==> config.mk <==
export PLATFORM = sky130hd
export DESIGN_NAME = mem
export DESIGN_NICKNAME = d
export VERILOG_FILES = /design/src/rtl/mem.sv
export SDC_FILE = /design/constraint.sdc
export NUM_CORES = 1
export LEC_CHECK = 0
export ABC_AREA = 1
export BUFFER_PORTS_ARGS = -buffer_cell sky130_fd_sc_hd__buf_2
export CAP_MARGIN = 20
export CORE_MARGIN = 8
export CORE_UTILIZATION = 25
export DETAILED_ROUTE_END_ITERATION = 6
export GPL_ROUTABILITY_DRIVEN = 0
export PLACE_DENSITY = 0.73
export SYNTH_ARGS = -nofsm -noshare
export SYNTH_HDL_FRONTEND = slang
export SYNTH_SLANG_ARGS = --single-unit
export TNS_END_PERCENT = 100
==> constraint.sdc <==
create_clock -name clk -period 1.7 [get_ports clk]
set_input_delay 0.17 -clock clk [delete_from_list [all_inputs] [get_ports clk]]
set_output_delay 0.17 -clock clk [all_outputs]
set_load 0.03 [all_outputs]
==> src/rtl/mem.sv <==
// Byte-addressed 16-bit CPU memory port split across two 8-bit BRAM banks (even=lo, odd=hi).
// Width from ADDR_WIDTH; MEM_UNALIGNED_EN enables unaligned word accesses.

`ifndef ADDR_WIDTH
`define ADDR_WIDTH 16
`endif

module mem (
  input  logic                     clk,
  input  logic                     rst,
  input  logic [`ADDR_WIDTH-1:0]   addr,
  input  logic                     wr,
  input  logic                     byt,
  input  logic [15:0]              wr_data,
  output logic [15:0]              rd_data,
  output logic                     bram_clk,
  output logic                     bram_rst,
  output logic                     wr_lo,
  output logic                     wr_hi,
  output logic [`ADDR_WIDTH-2:0]   addr_lo,
  output logic [`ADDR_WIDTH-2:0]   addr_hi,
  output logic [7:0]               wr_data_lo,
  output logic [7:0]               wr_data_hi,
  input  logic [7:0]               rd_data_lo,
  input  logic [7:0]               rd_data_hi
);

  localparam int unsigned A  = `ADDR_WIDTH;
  localparam int unsigned BW = A - 1;

  logic [BW-1:0] idx_c;
  logic          unal_c;
  logic          swap_c;
  logic          byt_d, byt_q;
  logic          odd_d, odd_q;

  assign bram_clk = clk;
  assign bram_rst = rst;
  assign idx_c    = addr[A-1:1];

`ifdef MEM_UNALIGNED_EN
  assign unal_c = ~byt & addr[0];
  assign swap_c = ~byt_q & odd_q;
`else
  assign unal_c = 1'b0;
  assign swap_c = 1'b0;
`endif

  // Bank steering: an unaligned word starts in hi[i] and spills into lo[i+1]
  always_comb begin
    addr_hi    = idx_c;
    addr_lo    = idx_c + BW'(unal_c);
    wr_data_lo = wr_data[7:0];
    wr_data_hi = wr_data[15:8];
    wr_lo      = 1'b0;
    wr_hi      = 1'b0;
    if (byt) begin
      wr_data_hi = wr_data[7:0];
    end else if (unal_c) begin
      wr_data_lo = wr_data[15:8];
      wr_data_hi = wr_data[7:0];
    end
    if (wr && !rst) begin
      wr_lo = ~byt | ~addr[0];
      wr_hi = ~byt |  addr[0];
    end
  end

  assign byt_d = byt;
  assign odd_d = addr[0];

  // Read select tracks the BRAM's one-cycle output register
  always_ff @(posedge clk) begin
    if (rst) begin
      byt_q <= 1'b0;
      odd_q <= 1'b0;
    end else begin
      byt_q <= byt_d;
      odd_q <= odd_d;
    end
  end

  always_comb begin
    rd_data = {rd_data_hi, rd_data_lo};
    if (byt_q) begin
      rd_data = {8'h00, (odd_q ? rd_data_hi : rd_data_lo)};
    end else if (swap_c) begin
      rd_data = {rd_data_lo, rd_data_hi};
    end
  end

endmodule

==> Yosys cells after proc, flatten, opt, wreduce, memory -nomap -nowiden <==
Cells that the tools add are included.
{ "totals": {"ff_bits": 2, "latch_bits": 0, "ramBits": 0, "rom_bits": 0, "inputBits": 52, "memories": 0} }
{ "classes": {"add_sub_neg": 0, "multipliers": 0, "div_mod_pow": 0, "order_cmp": 0, "n_eq_ne": 0, "n_shift": 0, "mux": 5, "bitwise": 4, "n_reduce_logical": 2} }
{ "op_table": {"columns": ["op", "n"], "rows": [
  ["16-bit 2-to-1 mux", 1],
  ["8-bit 2-to-1 mux", 2],
  ["1-bit 2-to-1 mux", 2],
  ["1-bit NOT", 2],
  ["1-bit OR", 2],
  ["1-bit logical AND", 1],
  ["1-bit zero test", 1]
]} }

==> Longest topological paths before layout <==
{ "depth": {"ltp_word": 3, "depth_mapped": 4, "ltp_nobuf": 3} }

==> results.json <==
{
  "status": "finished clean",
  "yosysTopAreaCell": "buf_4",
  "core-area_mm2": 0.00269,
  "irDropWorstVdd_mv": 0.564,
  "synth_seq_area_share": 0.0577,
  "post-route-drc-count": 0,
  "grt_pass1_vias": 750,
  "finalWorstSetupSlack_ns": 0.222,
  "synth_most_common_cell": "nand2_1",
  "cts_tree": "built",
  "clk_pin_slew_worst_paths_ns": 0.03,
  "drt_iter0_drc": 25,
  "syn_inst": 122,
  "async_flop_share": 0,
  "n_fill_cell": 319,
  "p_leak_nw": 0.586,
  "power_w": 0.000605,
  "post_dp_cell_area_um2": 759,
  "top_usage_layer": "met2",
  "drt_wl_total_mm": 2.04,
  "wl_per_cell_um": 10.9,
  "yosys_warnings": 0,
  "areaGrowthSynthToFinish_pct": 15.9,
  "avgSynthCellArea_um2": 5.69,
  "synth_common_cells": "nand2_1 (42), buf_4 (41), nor2_1 (13), inv_1 (11), nand3_1 (6)",
  "arrival_ns": 1.31,
  "dp_hpwl_mm": 1.73,
  "critPathMaxFanout": 9,
  "max-slew-margin-rel": 0.733,
  "syn_area_um2": 694,
  "critPathKind": "register to primary output",
  "hp-class": "primary input to register",
  "hold_violations": 0,
  "rows": 19,
  "drt_first_pass_iters": 4,
  "io_buffers": 72,
  "drive_above_1_share": 0.529,
  "gr-total-overflow": 0,
  "cts_resized": 0,
  "ys_seq_elements": 2,
  "hold_buffers": 0,
  "antenna_found_initial": 0,
  "vias_per_cell": 4.12,
  "synth_nets": 174,
  "setup_viol": 0,
  "cap_violations": 0,
  "synth.area.top_cells": "buf_4 (44%), nand2_1 (23%), nor2_1 (7.0%)",
  "min_period_over_period": 0.869,
  "grt_start_max_net_pins": 18,
  "io_pins": 118,
  "post-route-min-period_ns": 1.48,
  "synth_edf_count": 0,
  "max_slew.worst_pin.slew_ns": 0.399,
  "antenna_cells": 0,
  "worstSetupEndpointType": "primary output",
  "vias": 775,
  "p_per_area_mw_per_mm2": 752,
  "finalMaxSlewViolations": 0,
  "critPathRequiredTime_ns": 1.53,
  "design_area_um2": 805,
  "synth_cell_type_count": 10,
  "fmax_ghz": 0.677,
  "grtUsageMet2": 0.103,
  "synth_top_area_frac": 0.443,
  "start_util": 0.259,
  "fin_setup_tns_ns": 0,
  "grt_pass1_wl_mm": 2.98,
  "antenna_left": 0,
  "synth-main-ff-cell": "dfxtp_1",
  "grtUsageMet3": 0.0711,
  "post_cts_buffers": 0,
  "nNetsFinal": 211,
  "startpoint_type": "register",
  "pre_cts_ws_ns": 0.526,
  "rsz0062_at_grt": "false",
  "use_met1": 0.0868,
  "fp.dieW_um": 68.7,
  "die_h_um": 68.7,
  "dieArea_mm2": 0.00472,
  "finalCoreUtilization": 0.299,
  "grt_util_all_layers": 0.0823
}
-- state kept, by name, summed over array words and instances, names as in the netlist --
register  cells
odd_q         1
byt_q         1
-- layout by cell type, fill, tap and decap left out, drive strengths merged --
master,instances
clkbuf,6
nor2,13
inv,12
buf,73
dfxtp,2
nand2,43
nand3,8
-- worst paths after layout --
check  startpoint         end  cells after the start
max         odd_q  rd_data[2]                      4
min           rst       odd_q                      2
-- power breakdown --
group / leakage (nW) / internal (W) / switching, W
sequential: 0.0167 / 0.0000499 / 0.00000436
clock: 0.0315 / 0.000172 / 0.000110
combinational: 0.537 / 0.0000861 / 0.000183
-- metrics by stage --
stage,std cells,hold WS [ns]
6_report,188,0.0476
3_3_place_gp,182,0.337
2_1_floorplan,122,0.241
3_5_place_dp,182,0.337
4_1_cts,188,0.0338
5_1_grt,188,0.0572
-- cells by family (layout without fill, tap and decap cells) --
| kind of cell | count (synthesis) | in the layout | share of synthesized area |
|---|---|---|---|
| flip-flops | 2 | 2 | 0.0577 |
| AND/OR/NAND/NOR | 64 | 64 | 0.386 |
| buffers and inverters | 56 | 91 | 0.557 |
-- critical path: stages (launching register included) --
cell	delay, ns
dfxtp_1	0.55
nand2_4	0.13
nand2_1	0.08
nand2_1	0.05
buf_2	0.17
-- metal layers --
| layer | up-vias | routed length (um) |
|---|---|---|
| met1 | 305 | 785 |
| met3 | 5 | 458 |
| met4 | 0 | 29 |
| li1 | 391 | - |
| met5 | - | 0 |
| met2 | 74 | 767 |
-- final cells by class --
cell class,count,area (um2),area share
clock buffer,7,50.0,0.0622
tap,31,38.8,0.0482
timing repair buffer,72,363,0.451
inverter,12,45.0,0.0560
sequential,2,40.0,0.0498
multi-input combinational,64,268,0.333
(Power assumes the default switching activity.)
